===== config.mk =====
export PLATFORM = sky130hd
export DESIGN_NAME = hw_seq_ctrl
export DESIGN_NICKNAME = d
export VERILOG_FILES = /design/src/rtl/hw_seq_ctrl.sv
export SDC_FILE = /design/constraint.sdc
export NUM_CORES = 1
export LEC_CHECK = 0
export ABC_AREA = 1
export CAP_MARGIN = 20
export CORE_MARGIN = 2
export CORE_UTILIZATION = 30
export CTS_CLUSTER_DIAMETER = 80
export DETAILED_ROUTE_END_ITERATION = 12
export GPL_TIMING_DRIVEN = 1
export PLACE_DENSITY = 0.6
export SLEW_MARGIN = 20
export SYNTH_ARGS = -nofsm -noshare
export SYNTH_HDL_FRONTEND = slang
export SYNTH_SLANG_ARGS = --single-unit

===== constraint.sdc =====
create_clock -name T3 -period 2 [get_ports T3]
set_clock_uncertainty 0.05 [all_clocks]
set_input_delay 0.4 -clock T3 [delete_from_list [all_inputs] [get_ports T3]]
set_output_delay 0.4 -clock T3 [all_outputs]
set_load 0.02 [all_outputs]

===== src/rtl/hw_seq_ctrl.sv =====
// hw_seq_ctrl: beat generator and micro-control decoder for console and run modes
module hw_seq_ctrl #(
    parameter int NREG = 4,
    parameter int OPW = 4,
    parameter bit INT_EN = 1'b1,
    localparam int RW = $clog2(NREG)
) (
    input  logic            T3,
    input  logic            CLR,
    input  logic [2:0]      SW,
    input  logic [OPW-1:0]  IR_OP,
    input  logic [RW-1:0]   IR_RD,
    input  logic [RW-1:0]   IR_RS,
    input  logic            C,
    input  logic            Z,
    input  logic            INTR,
    input  logic            STEP,
    output logic [3:1]      W,
    output logic            ST0,
    output logic [RW-1:0]   SEL_A,
    output logic [RW-1:0]   SEL_B,
    output logic [3:0]      S,
    output logic [16:0]     CTL,
    output logic            INTA,
    output logic            IE
);
    typedef enum logic [2:0] {W1 = 3'b001, W2 = 3'b010, W3 = 3'b100} beat_t;
    localparam logic [16:0] SELCTL = 17'h00001;
    localparam logic [16:0] DRW    = 17'h00002;
    localparam logic [16:0] LPC    = 17'h00004;
    localparam logic [16:0] PCINC  = 17'h00008;
    localparam logic [16:0] PCADD  = 17'h00010;
    localparam logic [16:0] LAR    = 17'h00020;
    localparam logic [16:0] ARINC  = 17'h00040;
    localparam logic [16:0] LIR    = 17'h00080;
    localparam logic [16:0] LDZ    = 17'h00100;
    localparam logic [16:0] LDC    = 17'h00200;
    localparam logic [16:0] CIN    = 17'h00400;
    localparam logic [16:0] M      = 17'h00800;
    localparam logic [16:0] MEMW   = 17'h01000;
    localparam logic [16:0] ABUS   = 17'h02000;
    localparam logic [16:0] SBUS   = 17'h04000;
    localparam logic [16:0] MBUS   = 17'h08000;
    localparam logic [16:0] STOP   = 17'h10000;

    beat_t         beat, beat_n;
    logic          st0_q, st0_n, ie_q, ie_n, irq_q, irq_n;
    logic [RW-1:0] cnt, cnt_n, sel_a, sel_b;
    logic [2:0]    sw_q;
    logic [3:0]    op, s;
    logic [16:0]   ctl;
    logic          inta, is_short, is_long, is_last;

    // opcodes with any bit set above bit 3 execute as NOP
    assign op = (IR_OP >> 4) != '0 ? 4'h0 : IR_OP[3:0];

    // state register; a console-mode change restarts sequencing from W1
    always_ff @(posedge T3 or negedge CLR) begin
        if (!CLR) begin
            beat <= W1;
            st0_q <= 1'b0;
            cnt <= '0;
            ie_q <= 1'b0;
            irq_q <= 1'b0;
            sw_q <= 3'b000;
        end else if (SW != sw_q) begin
            beat <= W1;
            st0_q <= 1'b0;
            cnt <= '0;
            irq_q <= 1'b0;
            sw_q <= SW;
        end else begin
            beat <= beat_n;
            st0_q <= st0_n;
            cnt <= cnt_n;
            ie_q <= ie_n;
            irq_q <= irq_n;
        end
    end

    // decode strobes for the current beat and choose the next beat
    always_comb begin
        st0_n = st0_q;
        cnt_n = cnt;
        ie_n = ie_q;
        irq_n = 1'b0;
        is_short = 1'b0;
        is_long = 1'b0;
        is_last = 1'b0;
        ctl = '0;
        s = 4'b1111;
        sel_a = '0;
        sel_b = '0;
        inta = 1'b0;
        if (sw_q != 3'b000) begin
            is_short = 1'b1;
            ctl = SELCTL | STOP;
            case (sw_q)
                3'b100: begin ctl = ctl | SBUS | DRW; sel_a = cnt; cnt_n = cnt + 1'b1; end
                3'b011: begin sel_a = cnt; sel_b = cnt + 1'b1; cnt_n = cnt + RW'(2); end
                3'b001: begin ctl = ctl | (st0_q ? SBUS | MEMW | ARINC : SBUS | LAR); st0_n = 1'b1; end
                3'b010: begin ctl = ctl | (st0_q ? MBUS | ARINC : SBUS | LAR); st0_n = 1'b1; end
                default: ;
            endcase
        end else begin
            sel_a = IR_RD;
            sel_b = IR_RS;
            if (irq_q) begin
                is_short = 1'b1;
                inta = 1'b1;
                ctl = SBUS | LPC;
            end else if (!st0_q) begin
                is_short = 1'b1;
                ctl = SBUS | LPC;
                st0_n = 1'b1;
            end else if (beat == W1) begin
                ctl = LIR | PCINC;
            end else begin
                is_long = beat == W2 && (op == 4'h5 || op == 4'h6);
                is_last = !is_long;
                case (op)
                    4'h0: s = 4'b0000;
                    4'h1: begin s = 4'b1001; ctl = ABUS | DRW | LDZ | LDC | CIN; end
                    4'h2: begin s = 4'b0110; ctl = ABUS | DRW | LDZ | LDC; end
                    4'h3: begin s = 4'b1011; ctl = M | ABUS | DRW | LDZ; end
                    4'h4: begin s = 4'b0000; ctl = ABUS | DRW | LDZ | LDC; end
                    4'h5: begin s = is_long ? 4'b1010 : 4'b1111; ctl = is_long ? M | ABUS | LAR : MBUS | DRW; end
                    4'h6: begin s = is_long ? 4'b1111 : 4'b1010; ctl = is_long ? M | ABUS | LAR : M | ABUS | MEMW; end
                    4'h7: ctl = C ? PCADD : '0;
                    4'h8: ctl = Z ? PCADD : '0;
                    4'h9: ctl = M | ABUS | LPC;
                    4'hA: begin s = 4'b1010; ctl = M | ABUS; end
                    4'hB: begin s = 4'b1110; ctl = M | ABUS | DRW | LDZ; end
                    4'hC: begin s = 4'b0110; ctl = LDZ | LDC; end
                    4'hD: begin s = 4'b1010; ctl = M | ABUS | DRW; end
                    4'hE: ctl = STOP;
                    default: ie_n = IR_RS[0];
                endcase
                if (STEP && is_last) ctl = ctl | STOP;
                if (INT_EN && is_last && ie_q && INTR) begin
                    irq_n = 1'b1;
                    ie_n = 1'b0;
                end
            end
        end
        beat_n = beat == W1 ? (is_short ? W1 : W2) : (beat == W2 && is_long) ? W3 : W1;
        if (!INT_EN) ie_n = 1'b0;
    end

    assign W = beat;
    assign ST0 = st0_q;
    assign IE = ie_q;
    assign INTA = CLR & inta;
    assign CTL = CLR ? ctl : STOP;
    assign S = CLR ? s : 4'b1111;
    assign SEL_A = CLR ? sel_a : '0;
    assign SEL_B = CLR ? sel_b : '0;
endmodule


==> results of run 1 <==
flip-flops by register name, summed over array words and instances, names as in the netlist:
| signal | count |
|---|---|
| W | 3 |
| cnt | 2 |
| IE | 1 |
| ST0 | 1 |
| irq_q | 1 |
| sw_q | 3 |
path summary, 6_finish.rpt:
| path | endpoint | start | slack [ns] |
|---|---|---|---|
| setup / recovery | CTL[13] | sw_q[0] | -0.11 |
| hold reg to reg | IE | IE | 0.50 |
| setup reg to reg | IE | sw_q[0] | 0.26 |
| max in group asynchronous | W[1] | CLR | 1.36 |
| min in group T3 | IE | IE | 0.50 |
| hold / removal | irq_q | CLR | 0.21 |
area by class of cell:
class                   instances  area, um^2
fillers                       337        1328
multi-input cells             137       930.9
repair buffers                107       872.1
flip-flops and latches         11       280.3
inverters                      30       117.6
well taps                      48       60.06
clock buffers                   4       45.04
per-stage QoR:
step	setup WS [ns]	instance area [um^2]	util, %
after floorplan	0.05543	1134	-
after global placement	-0.8727	2023	55.68
after detailed placement	-0.8446	2023	55.68
after CTS	-0.08322	2161	59.47
after global routing	-0.1670	2306	63.46
final	-0.1090	2306	63.46
power groups by stage:
stage	sequential (mW)	clock [mW]	combinational, mW
finish	0.235	0.231	0.259
floorplan	0.238	0	0.0948
global route	0.236	0.251	0.282
global placement	0.237	0	0.224
detailed placement	0.237	0	0.223
CTS	0.235	0.236	0.240
routing by layer:
layer	up-vias	GRT usage [%]	part of all wire, %
met1	711	26.69	45
met4	0	5.990	1.2
met3	6	3.767	3.2
met5	-	0	0
li1	804	-	-
met2	35	34.95	50
cells by family (layout without fill, tap and decap cells):
logic type / count (synthesis) / count (layout) / synth area share (%)
xor gates and xnor gates: 3 / 3 / 2.329
and+or+nand+nor: 104 / 104 / 44.01
AOI/OAI and AO/OA: 30 / 30 / 17.07
buffers and inverters: 35 / 141 / 12.08
DFF: 11 / 11 / 24.50
layout by cell type (no fill, tap or decap), types with 2 or more instances in the layout:
cell	Yosys	final
buf_4	1	71
nand2_1	49	42
inv_1	29	23
clkdlybuf4s50_1	0	16
nor2_1	24	13
buf_6	0	11
nor2_4	3	10
nand2_2	5	8
dfrtp_1	10	7
nor2_2	3	7
a21oi_2	0	6
inv_2	1	5
nor3_2	1	5
buf_2	1	5
nand3_1	7	4
nand2_4	0	4
a21oi_1	12	4
a32o_2	0	3
nand3_2	0	3
o21ai_0	5	3
nand4_1	3	3
clkbuf_8	0	3
dfrtp_2	0	3
inv_4	0	2
o21ai_1	2	2
o21ai_2	0	2
a21oi_4	0	2
nor3_1	6	2
xor2_1	2	2
clkbuf_2	0	2
timing repair:
action,CTS,global route
pin swaps,13,13
endpoints found under the setup margin,26,26
setup buffers,5,4
gates resized for setup,177,45
==> impl_metrics.ini, run 1 <==
[clocking]
cts_sinks = 11
numCtsBuffers = 3
htreeDepth = 1
clk_pin_slew_ns = 0.05
cts_hold_buf = 0
clk_latency_ns = 0.24
clockBufferDepth = 2
cts_tree = built
cts_root_buffer = clkbuf_8

[critical_path]
rr_worst_depth = 10
endpoint_kind = output pin
max_stage_delay_ns = 0.44
critPathSlowestCell = dfrtp_2
cp.arrival_ns = 1.66
critical_path_class = reg -> out
cpMostUsedCell = nor2_4
cp-start-kind = flop
crit_buf_inv = 1
critPathRequiredTime_ns = 1.55
cp_cell_sequence = nor2_4 > nand2_2 > nor2_4 > nand3b_4 > o21ba_4 > buf_6
worstPathMaxFanout = 5
cp.depth = 6
crit_family = simple AND/OR/NAND/NOR gates

[power_and_ir_drop]
finalPower_mw = 0.7248
internal_power_mw = 0.4922
p_sw_share_pct = 32.09
p_sw_mw = 0.2326
p_per_area_nw_per_um2 = 314.3
clkPwrFrac_pct = 31.8
pwr-share-comb_pct = 35.7
p_leak_nw = 1.226
seq_power_share_pct = 32.5
peakVddDrop_uv = 280.7

[die]
coreArea_um2 = 3633
die_x_um = 65.34
chipHeight_um = 65.34
initial_core_util_pct = 31.06
die-area_um2 = 4269
ios = 48
num_rows = 22

[timing]
slew_headroom_pct = 82.32
finalSetupViolCount = 18
tns_ns = -1.185
clock.fmax_ghz = 0.4742
worst_hold_slack_ns = 0.2053
min_period_ns = 2.109
finalHoldViolCount = 0
period_share_pct = 105.4
worst_pin_slew_ns = 0.2635
maxSlewViolCount = 0
timing.final.ws_setup_ns = -0.1090
rsz0062_at_grt = true

[yosys]
syn_avg_cell_area_um2 = 6.167
ys_top_cells_by_area = dfrtp_1 22%, nand2_1 16%, inv_1 9.6%, nor2_1 8.0%, a21oi_1 5.3%
synth_common_cells = 49 x nand2_1, 29 x inv_1, 24 x nor2_1, 12 x a21oi_1, 10 x dfrtp_1
syn_area_um2 = 1129
ys_warn_count = 0
synth-edff-count = 0
yosysSeqAreaShare_pct = 24.50
yosys.area.top_type = dfrtp_1
yosys_most_used_dff = dfrtp_1
synth_cell_types = 33
syn-num-nets = 200
yosysMostFrequentCell = nand2_1
ys_seq_elements = 11
synthArstFlopShare_pct = 100.0
syn_inst = 183
yosysTopAreaCellShare_pct = 22.17

[routing]
via_per_inst = 4.617
drtAntennaViolNets = 0
drt_first_pass_iters = 4
drc = 0
routed_wl_um = 4191
wl_per_cell_um = 12.44
via_count = 1556
drtIter0Drc = 56

[run_status]
status = finished with violations
failed_checks = negative setup slack

[finish]
layout-drive-gt1-share_pct = 55.36
nets = 307
diodes = 0
area_delta_synth_final_pct = 104.3
stdcell_count = 337

[placement]
placed_cells = 324
gp_congestion = 0.8498
dp_hpwl_um = 2960
portBuffers = 47

[grt]
grt-ovfl-total = 0
grt_pass1_vias = 1515
grt_pass1_wl_um = 6851
antenna_found_initial = 0
grt_max_degree = 18
grt_usage_pct = 20.63

[job]
cap_violations = 0

[hold_path]
hold_class = in -> async
No activity file was read; power rests on OpenSTA's default activity.
==> run 2: changes to the inputs <==
--- a/config.mk
+++ b/config.mk
@@ -13,7 +13,6 @@
 export DETAILED_ROUTE_END_ITERATION = 12
 export GPL_TIMING_DRIVEN = 1
 export PLACE_DENSITY = 0.6
-export SLEW_MARGIN = 20
 export SYNTH_ARGS = -nofsm -noshare
 export SYNTH_HDL_FRONTEND = slang
 export SYNTH_SLANG_ARGS = --single-unit
==> results of run 2 <==
No change in the layout: final DEF, timing and power equal those of run 1.
